==> src/rtl/tile_tcdm_arbiter.sv <==
// Tile TCDM interconnect: NumPorts requesters onto BankingFactor word-interleaved
// SRAM banks. Per-bank round-robin arbitration, single-cycle bank latency and a
// fixed one-cycle response path per port. Out-of-range requests are answered
// locally with an error response and never reach a bank.
module tile_tcdm_arbiter #(
    parameter int unsigned NumPorts      = 4,
    parameter int unsigned BankingFactor = 4,
    parameter int unsigned AddrWidth     = 32,
    parameter int unsigned DataWidth     = 32,
    parameter int unsigned BankWords     = 1024,
    localparam int unsigned BeWidth       = DataWidth / 8,
    localparam int unsigned BankAddrWidth = $clog2(BankWords)
) (
    input  logic                                         clk_i,
    input  logic                                         rst_i,
    input  logic [NumPorts-1:0]                          req_i,
    input  logic [NumPorts-1:0][AddrWidth-1:0]           addr_i,
    input  logic [NumPorts-1:0]                          we_i,
    input  logic [NumPorts-1:0][DataWidth-1:0]           wdata_i,
    input  logic [NumPorts-1:0][BeWidth-1:0]             be_i,
    output logic [NumPorts-1:0]                          gnt_o,
    output logic [NumPorts-1:0]                          vld_o,
    output logic [NumPorts-1:0][DataWidth-1:0]           rdata_o,
    output logic [NumPorts-1:0]                          err_o,
    output logic [BankingFactor-1:0]                     bank_req_o,
    output logic [BankingFactor-1:0]                     bank_we_o,
    output logic [BankingFactor-1:0][BankAddrWidth-1:0]  bank_addr_o,
    output logic [BankingFactor-1:0][DataWidth-1:0]      bank_wdata_o,
    output logic [BankingFactor-1:0][BeWidth-1:0]        bank_be_o,
    input  logic [BankingFactor-1:0][DataWidth-1:0]      bank_rdata_i
);

    localparam int unsigned ByteOffset = $clog2(BeWidth);
    localparam int unsigned BankSelW   = $clog2(BankingFactor);
    localparam int unsigned PortIdxW   = (NumPorts > 1) ? $clog2(NumPorts) : 1;
    // Total addressable bytes; one extra bit so the compare cannot wrap.
    localparam logic [AddrWidth:0] MemBytes = (AddrWidth + 1)'(BankingFactor * BankWords * BeWidth);

    // Address decode per port
    logic [NumPorts-1:0][BankSelW-1:0]      port_bank;
    logic [NumPorts-1:0][BankAddrWidth-1:0] port_row;
    logic [NumPorts-1:0]                    port_oor;
    logic [NumPorts-1:0]                    oor_gnt;

    // Per-bank one-hot grant vectors and round-robin pointers
    logic [BankingFactor-1:0][NumPorts-1:0] bank_gnt;
    logic [BankingFactor-1:0][PortIdxW-1:0] rr_q, rr_d;

    // Per-port response state
    logic [NumPorts-1:0]                vld_q, vld_d;
    logic [NumPorts-1:0]                err_q, err_d;
    logic [NumPorts-1:0]                we_q, we_d;
    logic [NumPorts-1:0][BankSelW-1:0]  bank_q, bank_d;

    for (genvar gi = 0; gi < NumPorts; gi++) begin : g_port
        assign port_bank[gi] = addr_i[gi][ByteOffset +: BankSelW];
        assign port_row[gi]  = addr_i[gi][ByteOffset + BankSelW +: BankAddrWidth];
        assign port_oor[gi]  = {1'b0, addr_i[gi]} >= MemBytes;
        // Out-of-range requests need no bank, so they are always accepted.
        assign oor_gnt[gi]   = req_i[gi] & port_oor[gi] & ~rst_i;
        // A port targets exactly one bank, so only that bank's grant bit matters.
        assign gnt_o[gi]     = oor_gnt[gi] | bank_gnt[port_bank[gi]][gi];
        // Responses are masked while reset is held so a grant issued just
        // before reset never surfaces.
        assign vld_o[gi]     = vld_q[gi] & ~rst_i;
        assign err_o[gi]     = vld_o[gi] & err_q[gi];
        assign rdata_o[gi]   = (vld_o[gi] && !err_q[gi] && !we_q[gi]) ? bank_rdata_i[bank_q[gi]] : '0;
    end

    for (genvar gi = 0; gi < BankingFactor; gi++) begin : g_bank
        logic [NumPorts-1:0] elig;
        logic                win_vld;
        logic [PortIdxW-1:0] win_idx;

        for (genvar gj = 0; gj < NumPorts; gj++) begin : g_elig
            assign elig[gj] = req_i[gj] & ~port_oor[gj] & ~rst_i
                            & (port_bank[gj] == BankSelW'(gi));
        end

        // Round-robin search: first eligible port at or after the pointer wins.
        always_comb begin
            int unsigned         cand;
            logic [PortIdxW-1:0] cand_idx;
            win_vld  = 1'b0;
            win_idx  = '0;
            cand     = 0;
            cand_idx = '0;
            for (int unsigned k = 0; k < NumPorts; k++) begin
                cand = 32'(rr_q[gi]) + k;
                if (cand >= NumPorts) begin
                    cand = cand - NumPorts;
                end
                cand_idx = PortIdxW'(cand);
                if (!win_vld && elig[cand_idx]) begin
                    win_vld = 1'b1;
                    win_idx = cand_idx;
                end
            end
        end

        assign bank_gnt[gi]     = win_vld ? (NumPorts'(1) << win_idx) : '0;
        assign bank_req_o[gi]   = win_vld;
        assign bank_we_o[gi]    = win_vld & we_i[win_idx];
        assign bank_addr_o[gi]  = win_vld ? port_row[win_idx] : '0;
        assign bank_wdata_o[gi] = win_vld ? wdata_i[win_idx] : '0;
        assign bank_be_o[gi]    = win_vld ? be_i[win_idx] : '0;
        // Pointer moves past the winner only when this bank actually grants.
        assign rr_d[gi] = !win_vld ? rr_q[gi]
                        : (win_idx == PortIdxW'(NumPorts - 1)) ? '0
                        : win_idx + 1'b1;
    end

    // Capture what each granted request needs to form its response next cycle.
    always_comb begin
        vld_d  = gnt_o;
        err_d  = port_oor;
        we_d   = we_i;
        bank_d = port_bank;
    end

    // State registers with synchronous reset.
    always_ff @(posedge clk_i) begin
        if (rst_i) begin
            rr_q   <= '0;
            vld_q  <= '0;
            err_q  <= '0;
            we_q   <= '0;
            bank_q <= '0;
        end else begin
            rr_q   <= rr_d;
            vld_q  <= vld_d;
            err_q  <= err_d;
            we_q   <= we_d;
            bank_q <= bank_d;
        end
    end

endmodule

==> config.mk <==
export PLATFORM = sky130hd
export DESIGN_NAME = tile_tcdm_arbiter
export DESIGN_NICKNAME = d
export VERILOG_FILES = /design/src/rtl/tile_tcdm_arbiter.sv
export SDC_FILE = /design/constraint.sdc
export NUM_CORES = 1
export LEC_CHECK = 0
export ABC_AREA = 1
export BUFFER_PORTS_ARGS = -buffer_cell sky130_fd_sc_hd__buf_4
export CAP_MARGIN = 5
export CORE_AREA = 3 3 285 287
export CTS_BUF_LIST = sky130_fd_sc_hd__clkbuf_4
export CTS_CLUSTER_SIZE = 20
export DETAILED_ROUTE_END_ITERATION = 10
export DIE_AREA = 0 0 288 290
export PLACE_DENSITY_LB_ADDON = 0.05
export SLEW_MARGIN = 10
export SYNTH_ARGS = -nofsm -noshare
export SYNTH_HDL_FRONTEND = slang
export SYNTH_SLANG_ARGS = --single-unit
==> constraint.sdc <==
create_clock -name clk_i -period 4.5 [get_ports clk_i]
set_input_delay 1.125 -clock clk_i [delete_from_list [all_inputs] [get_ports clk_i]]
set_output_delay 1.125 -clock clk_i [all_outputs]
set_load 0.01 [all_outputs]
# == Word-level counts from Yosys, hierarchy flattened ==
# Cells that the tools add are included.
# word_totals
register_bits,28
input_bits,410
out_inout_bits,332
word_cells,360
# classes
n_addsub,32
magnitude_cmp,48
n_eq_ne,16
shifts,4
muxes,152
bitwise_logic,53
n_reduce_logical,44
# ops
op,count
$bmux W32 S2,8
$mux W32,16
$ge A32 B15 Y1 const B,4
$lt A2 B3 Y1 const B,28
$bmux W10 S2,4
$mux W10,8
$mux W2,37
$bmux W4 S2,8
$mux W4,13
$and A1 B1 Y1,44
$bmux W1 S2,20
$mux W1,37
$ge A3 B3 Y1 const B,12
$sub A2 B1 Y2 const B,16
$add A2 B2 Y3 const B,8
$eq A2 B2 Y1 const B,12
$logic_and A1 B1 Y1,20
$logic_not A1 Y1,20
$shl A1 B2 Y4 const A,4
$add A2 B1 Y3 const B,4
$ge A2 B3 Y1 const B,4
$add A2 B1 Y2 const B,4
$eq A2 B1 Y1 const B,4
$logic_not A2 Y1,4
3 further kinds,10

# == Longest topological paths before layout ==
# logic_depth
word_depth,22
ltp_mapped,21
mapped_depth_nobuf,20

# == Least setup slack after synthesis ==
# OpenSTA, ideal clock, no wires.
# synth_timing
kind,in2out
start,input port addr_i[63] (netlist bit)
end,output port gnt_o[1]
arrival_ps,3274
required_ps,3375
setup_slack_ps,101
path_stages,17
n_path_buf,1
cell_sequence,or2_1 -> nor2_2 -> nand3_4 -> nor2_8 -> nand2_1 -> nand2_1 -> nand3_1 -> nand2_2 -> inv_2 -> nand2_2 -> nand2_4 -> nand3_4 -> buf_2 -> inv_1 -> ha_1 -> a32oi_1 -> nand4_1
# synth_via
elab_chain_cells,22
word_cells_on_any_way,109
classes_between,order compare (1); shift (4); mux (70); bitwise (10); reduce/logical (24)
# synth_lines
item,line,rtl
start: declaration,17,"input logic [NumPorts-1:0][AddrWidth-1:0] addr_i,"
$ge A32 B15 Y1 (*),58,"assign port_oor[gi] = {1'b0, addr_i[gi]} >= MemBytes;"
$not A1 Y1,76,assign elig[gj] = req_i[gj] & ~port_oor[gj] & ~rst_i
$and A1 B1 Y1 (2 in series),76,
$and A1 B1 Y1,77,& (port_bank[gj] == BankSelW'(gi));
$bmux W1 S2,94,if (!win_vld && elig[cand_idx]) begin
$mux W1 (implied by the code),94,
$mux W1,94,
$logic_not A1 Y1,94,
(+5 left out),n/a,
$logic_not A1 Y1,94,
$logic_and A1 B1 Y1,94,
$mux W2,94,
$shl A1 B2 Y4,101,assign bank_gnt[gi] = win_vld ? (NumPorts'(1) << win_idx) : '0;
$mux W4,101,
$bmux W4 S2,62,assign gnt_o[gi] = oor_gnt[gi] | bank_gnt[port_bank[gi]][gi];
$mux W2 (implied by the code),62,
$or A1 B1 Y1 (*),62,
end: declaration,21,"output logic [NumPorts-1:0] gnt_o,"
# Every way passes the cells marked *; elsewhere a longest branch is shown, timed or not. The select of a mux whose other input is x is not followed.

==> results.sh <==
export IMPL_power_frac_seq=0.019
export IMPL_drcViolationCount=0
export IMPL_path_max_fanout=8
export IMPL_setup_ws_ns=-0.354
export IMPL_p_clk_frac=0.009
export IMPL_final_setup_skew_ns=0.00638
export IMPL_async_reset_ff_frac=0
export IMPL_cp_required_ns=3.38
export IMPL_crit_end="bank_addr_o[12]"
export IMPL_r2r_end="vld_q[1]"
export IMPL_netSwitchingPower_uw=11800
export IMPL_tritoncts="done"
export IMPL_p_per_area_nw_per_um2=756
export IMPL_path_class="input port to primary output"
export IMPL_fin_crit_ns=4.85
export IMPL_start_util=0.196
export IMPL_drtIter0Drc=2014
export IMPL_clk_insertion_delay_late_ns=0.36
export IMPL_drv_slew=0
export IMPL_place_ws_ns=-0.490
export IMPL_die_y_um=290
export IMPL_worst_r2r_startpoint="rr_q[6]"
export IMPL_synth_seq_cells=28
export IMPL_postRouteAntennaNets=0
export IMPL_crit_path_end_kind="primary output"
export IMPL_drt_pass1_iterations=6
export IMPL_io_buffers=733
export IMPL_wl_per_cell_um=24.0
export IMPL_regToRegSetupSlack_ns=1.34
export IMPL_numCtsBuffers=3
export IMPL_grt_overflow=0
export IMPL_tightest_slew_ns=0.875
export IMPL_synth_seq_area_share=0.0362
export IMPL_gp_congestion=0.876
export IMPL_leakagePower_uw=0.0141
export IMPL_fin_nets=4460
export IMPL_fp_coreArea_um2=78900
export IMPL_fp_dieW_um=288
export IMPL_dpl_cell_area_um2=24200
export IMPL_row_count=103
export IMPL_setup_viol=192
export IMPL_antenna_found_initial=9
export IMPL_viasPerCell=5.10
export IMPL_crit_arrival_ns=3.73
export IMPL_syn_area_um2=15500
export IMPL_outcome="finished with violations"
export IMPL_synthFlopType="dfxtp_1"
export IMPL_clk_path_buf_depth=2
export IMPL_cts_root_buf="clkbuf_4"
export IMPL_cp_start_kind="input port"
export IMPL_fin_area_um2=27900
export IMPL_yosys_warnings=0
export IMPL_drt_wl_total_um=122000
export IMPL_utilization=0.354
export IMPL_io_pins=742
export IMPL_cts_clk_slew_worst_paths_ns=0.19
export IMPL_synth_edf_count=0
export IMPL_most_common_layout_cells="buf_4 (967), nand2_1 (620), nand3_1 (504), inv_1 (301), nor2_1 (285)"
export IMPL_hp_class="register to register"
export IMPL_synth_cell_type_count=41
export IMPL_holdWs_ns=0.623
export IMPL_grt_pass1_vias=24900
export IMPL_swShare=0.558
export IMPL_syn_area_per_cell_um2=4.91
export IMPL_grt_first_pass_wirelength_um=172000
export IMPL_total_power_uw=21100
export IMPL_period_share=1.08
export IMPL_syn_nets=3576
export IMPL_rsz0062_at_grt="true"
export IMPL_syn_to_final_growth_pct=80.2
export IMPL_cts_max_level=1
export IMPL_maxCapViolations=0
export IMPL_relSlewSlack=0.417
export IMPL_drive_gt1_frac=0.375
export IMPL_p_int_uw=9330
export IMPL_timing_hold_violations_final=0
export IMPL_final_common_cell="buf_4"
export IMPL_die_area_um2=83500
export IMPL_hold_buffers=0
export IMPL_grt_usage=0.269
export IMPL_clock_sinks=28
export IMPL_netlist_instances=3150
export IMPL_fmax_mhz=206
export IMPL_comb_power_share=0.972
export IMPL_ir_worst_vdd_v=0.000488
export IMPL_violations="setup timing"
export IMPL_grt_max_degree=83
export IMPL_post_dp_hpwl_um=85900
export IMPL_cp_startpoint="addr_i[63]"
export IMPL_via_count=25900
export IMPL_r2r_cells=22
worst min path at each step:
stage / slack, ns / cells past startpoint / from / to
4_1_cts: 0.60 / 2 / rr_q[3] / rr_q[3]
3_3_place_gp: 0.57 / 2 / rr_q[5] / rr_q[5]
5_1_grt: 0.67 / 2 / rr_q[5] / rr_q[5]
2_1_floorplan: 0.52 / 2 / rr_q[3] / rr_q[3]
6_report: 0.62 / 2 / rr_q[3] / rr_q[3]
3_5_place_dp: 0.57 / 2 / rr_q[3] / rr_q[3]
flip-flops by register name (all words and copies together) (netlist names):
name,cells
err_q,4
rr_q,8
we_q,4
bank_q,8
vld_q,4
critical path, stage by stage:
cell and delay (ns):
buf_6 0.09, or2_1 0.22, nor2_2 0.15, nand3_4 0.13, nor2_8 0.19, buf_6 0.12
nand2_1 0.05, nand2_2 0.08, nand3_1 0.11, nand2_2 0.13, inv_2 0.07, nand2_2 0.08
nand2_4 0.06, nand3_4 0.09, buf_12 0.15, buf_16 0.19, buf_12 0.13, buf_6 0.09
nand2_2 0.04, nand3_2 0.06, nand2_1 0.05, nor2_1 0.12, buf_4 0.16
metal layers:
metal	track usage	part of all wire	up-vias
met3	0.0335	0.060	129
met2	0.482	0.49	964
met1	0.341	0.42	12400
met5	0	0.000098	-
met4	0.0582	0.025	2
li1	-	-	12500
cell type report:
class                           count  area [µm²]
Antenna cell                        7        17.5
Clock buffer                        3        22.5
Clock inverter                      1        30.0
Fill cell                        8888       51000
Inverter                          325        1240
Multi-Input combinational cell   2507       13500
Sequential cell                    28         581
Tap cell                         1050        1310
Timing Repair Buffer             1169       11200
cell usage after synthesis (2+ instances only):
cell type	instances	area [µm²]
a211oi_1	126	946
a21oi_1	277	1390
a21oi_2	2	17.5
a31oi_1	2	12.5
a32oi_1	2	17.5
and2_1	3	18.8
buf_1	14	52.6
buf_2	94	470
buf_4	35	263
buf_6	12	135
clkbuf_1	136	510
dfxtp_1	28	561
ha_1	16	200
inv_1	307	1150
inv_2	17	63.8
nand2_1	694	2610
nand2_2	17	106
nand3_1	560	2800
nand3_2	6	60.1
nand3_4	7	123
nand3b_1	12	90.1
nand4_1	165	1030
nor2_1	319	1200
nor2_2	7	43.8
nor2_8	3	60.1
nor3_1	125	626
o211ai_1	4	30.0
o21ai_0	135	676
o21ai_1	7	35.0
o21ai_2	3	26.3
or2_1	3	18.8
xnor2_1	3	26.3
metrics by stage:
stage	cells	setup TNS, ns
finish	5090	-50.43
global placement	4957	-70.62
global route	5090	-82.31
detailed placement	4957	-67.35
CTS	5052	-55.64
floorplan	3150	0
kinds of logic after synthesis:
| logic type | synth area share |
|---|---|
| buffers and inverters | 0.171 |
| flip-flops | 0.0362 |
| AND/OR/NAND/NOR | 0.572 |
| AO/OA/AOI/OAI | 0.205 |
| XOR/XNOR | 0.00275 |
| adder cells (fa/ha/maj) | 0.0129 |
power groups by stage:
stage | registers (µW) | logic (µW) | clock network, µW
after global routing | 415 | 21700 | 202
after global placement | 400 | 16300 | 0
after floorplan | 309 | 8080 | 0
after CTS | 398 | 19100 | 191
after detailed placement | 398 | 16200 | 0
final | 404 | 20500 | 187
timing repair:
item                       4_1_cts  5_1_grt
setup endpoints to repair      192      195
gates cloned                    30       13
pin swaps                       54       81
gates resized for setup        254      161
buffers inserted                61       21
Note: power is estimated with default switching activity, not from simulation.
